$ cat src/rtl/srl_bus_deser_if.sv
// ---------------------------------------------------------------------------
// srl_bus_deser_if : serial-in / word-out bus bundle for the SRL deserialiser
// Rev 1.0
// ---------------------------------------------------------------------------
`default_nettype none

interface srl_bus_deser_if #(
  parameter int BUS_WIDTH = 8
);
  logic                 ser_data;
  logic                 ser_valid;
  logic                 ser_start;
  logic [BUS_WIDTH-1:0] data_output;
  logic                 out_valid;
  logic                 out_ready;
  logic                 overrun;
  logic                 frame_err;
  logic                 clr_err;

  modport master (
    output ser_data, ser_valid, ser_start, out_ready, clr_err,
    input  data_output, out_valid, overrun, frame_err
  );

  modport slave (
    input  ser_data, ser_valid, ser_start, out_ready, clr_err,
    output data_output, out_valid, overrun, frame_err
  );
endinterface

`default_nettype wire

$ cat src/rtl/srl_bus_deser.sv
// ---------------------------------------------------------------------------
// srl_bus_deser : framed serial-to-parallel receiver with one-word buffer
// Rev 1.0
// ---------------------------------------------------------------------------
`default_nettype none

module srl_bus_deser #(
  parameter int BUS_WIDTH = 8,
  parameter bit MSB_FIRST = 1'b1
) (
  input  wire logic      clk,
  input  wire logic      rst,
  srl_bus_deser_if.slave bus
);

  localparam int            CW     = $clog2(BUS_WIDTH + 1);
  localparam logic [CW-1:0] C_LAST = CW'(BUS_WIDTH - 1);
  localparam logic [CW-1:0] C_ONE  = CW'(1);

  typedef enum logic [0:0] {
    S_IDLE  = 1'b0,
    S_SHIFT = 1'b1
  } state_t;

  state_t               state_q;
  logic [CW-1:0]        cnt_q;
  logic [BUS_WIDTH-1:0] shreg_q;
  logic [BUS_WIDTH-1:0] shreg_d;
  logic [BUS_WIDTH-1:0] shbase;
  logic [BUS_WIDTH-1:0] data_q;
  logic                 valid_q;
  logic                 ovr_q;
  logic                 ferr_q;

  logic in_shift;
  logic complete;
  logic load;
  logic ferr_ev;
  logic ovr_ev;

  // A start bit always begins from an empty register so a restart leaves no residue.
  assign shbase = bus.ser_start ? '0 : shreg_q;

  if (MSB_FIRST) begin : g_msb_first
    assign shreg_d = {shbase[BUS_WIDTH-2:0], bus.ser_data};
  end else begin : g_lsb_first
    assign shreg_d = {bus.ser_data, shbase[BUS_WIDTH-1:1]};
  end

  always_comb begin
    in_shift = (state_q == S_SHIFT);
    complete = bus.ser_valid & ~bus.ser_start & in_shift & (cnt_q == C_LAST);
    load     = complete & (~valid_q | bus.out_ready);
    ovr_ev   = complete & valid_q & ~bus.out_ready;
    ferr_ev  = bus.ser_valid & ((~in_shift & ~bus.ser_start) | (in_shift & bus.ser_start));
  end

  always_ff @(posedge clk) begin
    if (rst) begin
      state_q <= S_IDLE;
      cnt_q   <= '0;
      shreg_q <= '0;
      data_q  <= '0;
      valid_q <= 1'b0;
      ovr_q   <= 1'b0;
      ferr_q  <= 1'b0;
    end else begin
      if (bus.ser_valid) begin
        if (bus.ser_start) begin
          shreg_q <= shreg_d;
          cnt_q   <= C_ONE;
          state_q <= S_SHIFT;
        end else if (in_shift) begin
          shreg_q <= shreg_d;
          if (cnt_q == C_LAST) begin
            cnt_q   <= '0;
            state_q <= S_IDLE;
          end else begin
            cnt_q <= cnt_q + C_ONE;
          end
        end
      end

      if (load) begin
        data_q  <= shreg_d;
        valid_q <= 1'b1;
      end else if (valid_q && bus.out_ready) begin
        valid_q <= 1'b0;
      end

      // Clear first so a simultaneous new event keeps the flag set.
      if (bus.clr_err) begin
        ovr_q  <= 1'b0;
        ferr_q <= 1'b0;
      end
      if (ovr_ev) begin
        ovr_q <= 1'b1;
      end
      if (ferr_ev) begin
        ferr_q <= 1'b1;
      end
    end
  end

  assign bus.data_output = data_q;
  assign bus.out_valid   = valid_q;
  assign bus.overrun     = ovr_q;
  assign bus.frame_err   = ferr_q;

endmodule

`default_nettype wire

$ cat src/flat_wrapper.sv
// flat-port wrapper written by rule: the top's interface ports become plain ports
module srl_bus_deser_flat 
#(
  parameter int BUS_WIDTH = 8,
  parameter bit MSB_FIRST = 1'b1
)
  (clk, rst, bus_ser_data, bus_ser_valid, bus_ser_start, bus_out_ready, bus_clr_err, bus_data_output, bus_out_valid, bus_overrun, bus_frame_err);
  srl_bus_deser_if #(.BUS_WIDTH(BUS_WIDTH)) bus_i ();
  input  wire logic clk;
  input  wire logic rst;
  input wire logic [$bits(bus_i.ser_data)-1:0] bus_ser_data;
  input wire logic [$bits(bus_i.ser_valid)-1:0] bus_ser_valid;
  input wire logic [$bits(bus_i.ser_start)-1:0] bus_ser_start;
  input wire logic [$bits(bus_i.out_ready)-1:0] bus_out_ready;
  input wire logic [$bits(bus_i.clr_err)-1:0] bus_clr_err;
  output wire logic [$bits(bus_i.data_output)-1:0] bus_data_output;
  output wire logic [$bits(bus_i.out_valid)-1:0] bus_out_valid;
  output wire logic [$bits(bus_i.overrun)-1:0] bus_overrun;
  output wire logic [$bits(bus_i.frame_err)-1:0] bus_frame_err;
  assign bus_i.ser_data = bus_ser_data;
  assign bus_i.ser_valid = bus_ser_valid;
  assign bus_i.ser_start = bus_ser_start;
  assign bus_i.out_ready = bus_out_ready;
  assign bus_i.clr_err = bus_clr_err;
  assign bus_data_output = bus_i.data_output;
  assign bus_out_valid = bus_i.out_valid;
  assign bus_overrun = bus_i.overrun;
  assign bus_frame_err = bus_i.frame_err;
  srl_bus_deser #(.BUS_WIDTH(BUS_WIDTH), .MSB_FIRST(MSB_FIRST)) u_core (.clk(clk), .rst(rst), .bus(bus_i));
endmodule
$ cat config.mk
export PLATFORM = sky130hd
export DESIGN_NAME = srl_bus_deser_flat
export DESIGN_NICKNAME = d
export VERILOG_FILES = /design/src/rtl/srl_bus_deser_if.sv /design/src/rtl/srl_bus_deser.sv /design/src/flat_wrapper.sv
export SDC_FILE = /design/constraint.sdc
export NUM_CORES = 1
export LEC_CHECK = 0
export BUFFER_PORTS_ARGS = -buffer_cell sky130_fd_sc_hd__buf_2
export CAP_MARGIN = 15
export CORE_MARGIN = 3
export CORE_UTILIZATION = 45
export CTS_CLUSTER_SIZE = 12
export DETAILED_ROUTE_END_ITERATION = 10
export PLACE_DENSITY = 0.68
export SYNTH_ARGS = -nofsm -noshare
export SYNTH_HDL_FRONTEND = slang
export SYNTH_SLANG_ARGS = --single-unit
$ cat constraint.sdc
create_clock -name clk -period 3.9 [get_ports clk]
set_input_delay 0.78 -clock clk [delete_from_list [all_inputs] [get_ports clk]]
set_output_delay 0.78 -clock clk [all_outputs]
set_load 0.05 [all_outputs]
==> out/qor.yml <==
placement:
  place.gp.congestion: 0.744
  dp.cells: 160
  io_buffers: 17
  dp_hpwl_um: 1550
  place_area_um2: 1110
cts:
  cts_root_buffer: "clkbuf_4"
  cts_buffers: 3
  cts_resized: 0
  cts.sinks: 23
  post-cts-setup-buffers: 0
  path_clk_slew_ps: 120
  cts_tree: "yes"
  worstSkewPairLatency_ps: 310
  htree_levels: 1
  cts_hold_buf: 0
  cts_max_path_buffers: 2
sta:
  finalMaxSlewViolations: 0
  worst_slew_pin_slew_ps: 703
  fmax_ghz: 0.539
  fin_worst_skew_ps: 2.90
  rsz0062_at_grt: "false"
  relSlewSlack_pct: 53.0
  hold_viol_final: 0
  setup-tns-final_ps: 0
  setup_viol: 0
  post-route-period-util_pct: 47.6
  fin_crit_ps: 1860
  holdWs_ps: 460
worst_setup_path:
  worstSetupEndpoint: "u_core.cnt_q[0]"
  critical_path_class: "in2reg"
  crit_start: "bus_ser_start"
  rrSetupSlack_ps: 2320
  cp.arrival_ps: 2050
  r2r_end: "u_core.bus.data_output[5]"
  reg2reg_depth: 4
  worstSetupEndpointType: "register"
  required_ps: 4090
  setup.worst_path.start_class: "primary input"
  rr_startpoint: "u_core.cnt_q[1]"
  crit_path_max_fanout: 15
logic_synthesis:
  ys_types: 26
  syn-cell-area_um2: 1050
  yosysWarnings: 0
  synth_nets: 135
  syn_avg_cell_area_um2: 8.34
  synthCells: 126
  ys_seq_area_share_pct: 43.8
  synth-seq-cells: 23
global_routing:
  grt_max_degree: 24
  antenna_found_initial: 0
  grt_pass1_wl_um: 3660
  grt_usage_pct: 17.2
  overflow: 0
  grt_pass1_vias: 832
cells_and_area:
  diodes: 0
  fin_area_um2: 1140
  drive_gt1_share_pct: 15.3
  post_layout_nonfiller_instances: 164
  area_delta_synth_final_pct: 8.33
  fin_nets: 147
  final_core_util_pct: 54.7
route:
  drt_wl_total_um: 2160
  wire_per_inst_um: 13.2
  route.detailed.drc: 0
  ant_nets: 0
  viasPerCell: 5.58
  first_pass_iters: 5
  first_iter_violations: 26
  via_count: 915
die:
  die-area_um2: 2950
  die_h_um: 54.3
  io_pins: 18
  start_util_pct: 50.5
  core-area_um2: 2080
  row_count: 16
  die_w_um: 54.3
power:
  total_leakage_power_uw: 0.000432
  ir_drop_mv: 0.187
  power_density_nw_per_um2: 332
run:
  cap_violations: 0
run_status:
  status: "finished clean"
worst_hold_path:
  hp-class: "reg2reg"
## layout by cell type, fill, tap and decap left out, drive strengths merged, types with 4 or more instances in the layout
master / instances
nand4: 9
a21oi: 22
nand2: 17
buf: 17
nor2b: 6
nand2b: 5
dfxtp: 23
inv: 4
o31ai: 8
## final cells by class
type	instances	area, um2
sequential	23	460
clock buffer	3	22.5
tap	27	33.8
clock inverter	1	5.00
multi-input combinational	89	517
fill	210	943
timing repair buffer	17	85.1
inverter	4	15.0
## worst min path at each step
stage,slack [ps],from,depth (start not counted),to
after floorplan,430,u_core.shreg_q[0],2,u_core.shreg_q[0]
after global placement,440,u_core.shreg_q[6],2,u_core.shreg_q[6]
after global routing,490,u_core.shreg_q[1],2,u_core.shreg_q[1]
final,460,u_core.shreg_q[0],2,u_core.shreg_q[0]
after detailed placement,440,u_core.shreg_q[5],2,u_core.shreg_q[5]
after CTS,460,u_core.shreg_q[5],2,u_core.shreg_q[5]
## where the power goes
group / switching (uW) / internal, uW
sequential: 2.31 / 238
clock: 69.3 / 38.3
combinational: 20.8 / 8.99
total: 92.4 / 285
## stage by stage
step | power, uW | setup WS [ps]
3_5_place_dp | 275 | 1700
3_3_place_gp | 275 | 1780
2_1_floorplan | 268 | 2060
5_1_grt | 397 | 1920
4_1_cts | 385 | 2060
6_report | 378 | 2040
## state kept, by name, indices dropped and copies added (netlist names)
signal / flops
u_core.bus.overrun: 1
u_core.shreg_q: 7
u_core.cnt_q: 4
u_core.in_shift: 1
u_core.bus.data_output: 8
u_core.bus.out_valid: 1
u_core.bus.frame_err: 1
## critical path, cell delays in order
cell,delay (ps)
buf_2,220
inv_1,120
ha_1,210
nand2b_1,330
a211oi_1,300
a211oi_1,70
## kinds of logic (layout without fill, tap and decap cells)
group	after synthesis	in the layout	synth area share, %
flip-flops	23	23	43.8
buffers and inverters	14	25	7.02
AO/OA/AOI/OAI	36	36	19.6
AND/OR/NAND/NOR	51	51	27.1
adder cells (fa/ha/maj)	2	2	2.38
## metal layers
layer | GRT usage (%) | part of all wire (%) | vias to the layer above | wire length (um)
met3 | 2.45 | 5.1 | 2 | 109
met2 | 27.3 | 46 | 25 | 989
li1 | - | - | 469 | -
met4 | 7.47 | 0.60 | 0 | 13
met5 | 0 | 0 | - | 0
met1 | 23.0 | 48 | 419 | 1050
## synthesized netlist by cell type
| cell | instances | area share [%] |
|---|---|---|
| o21ai_1 | 1 | 0.48 |
| nand3b_1 | 1 | 0.71 |
| and2b_1 | 3 | 2.1 |
| buf_2 | 5 | 2.4 |
| nor2b_1 | 6 | 3.6 |
| clkbuf_1 | 2 | 0.71 |
| a31oi_1 | 1 | 0.60 |
| o31ai_1 | 8 | 5.7 |
| nand2b_1 | 5 | 3.0 |
| a21oi_1 | 22 | 10 |
| nand3_1 | 2 | 0.95 |
| inv_1 | 4 | 1.4 |
| and3_1 | 1 | 0.60 |
| nand4b_1 | 1 | 0.83 |
| nand2_1 | 17 | 6.1 |
| dfxtp_1 | 23 | 44 |
| buf_4 | 2 | 1.4 |
| and4bb_1 | 1 | 1.2 |
| buf_6 | 1 | 1.1 |
| and2_1 | 1 | 0.60 |
| ha_1 | 2 | 2.4 |
| nor2_1 | 3 | 1.1 |
| nand4bb_1 | 1 | 1.1 |
| a211oi_1 | 2 | 1.4 |
| o21ai_0 | 2 | 0.95 |
| nand4_1 | 9 | 5.4 |
No activity file was read; power rests on OpenSTA's default activity.
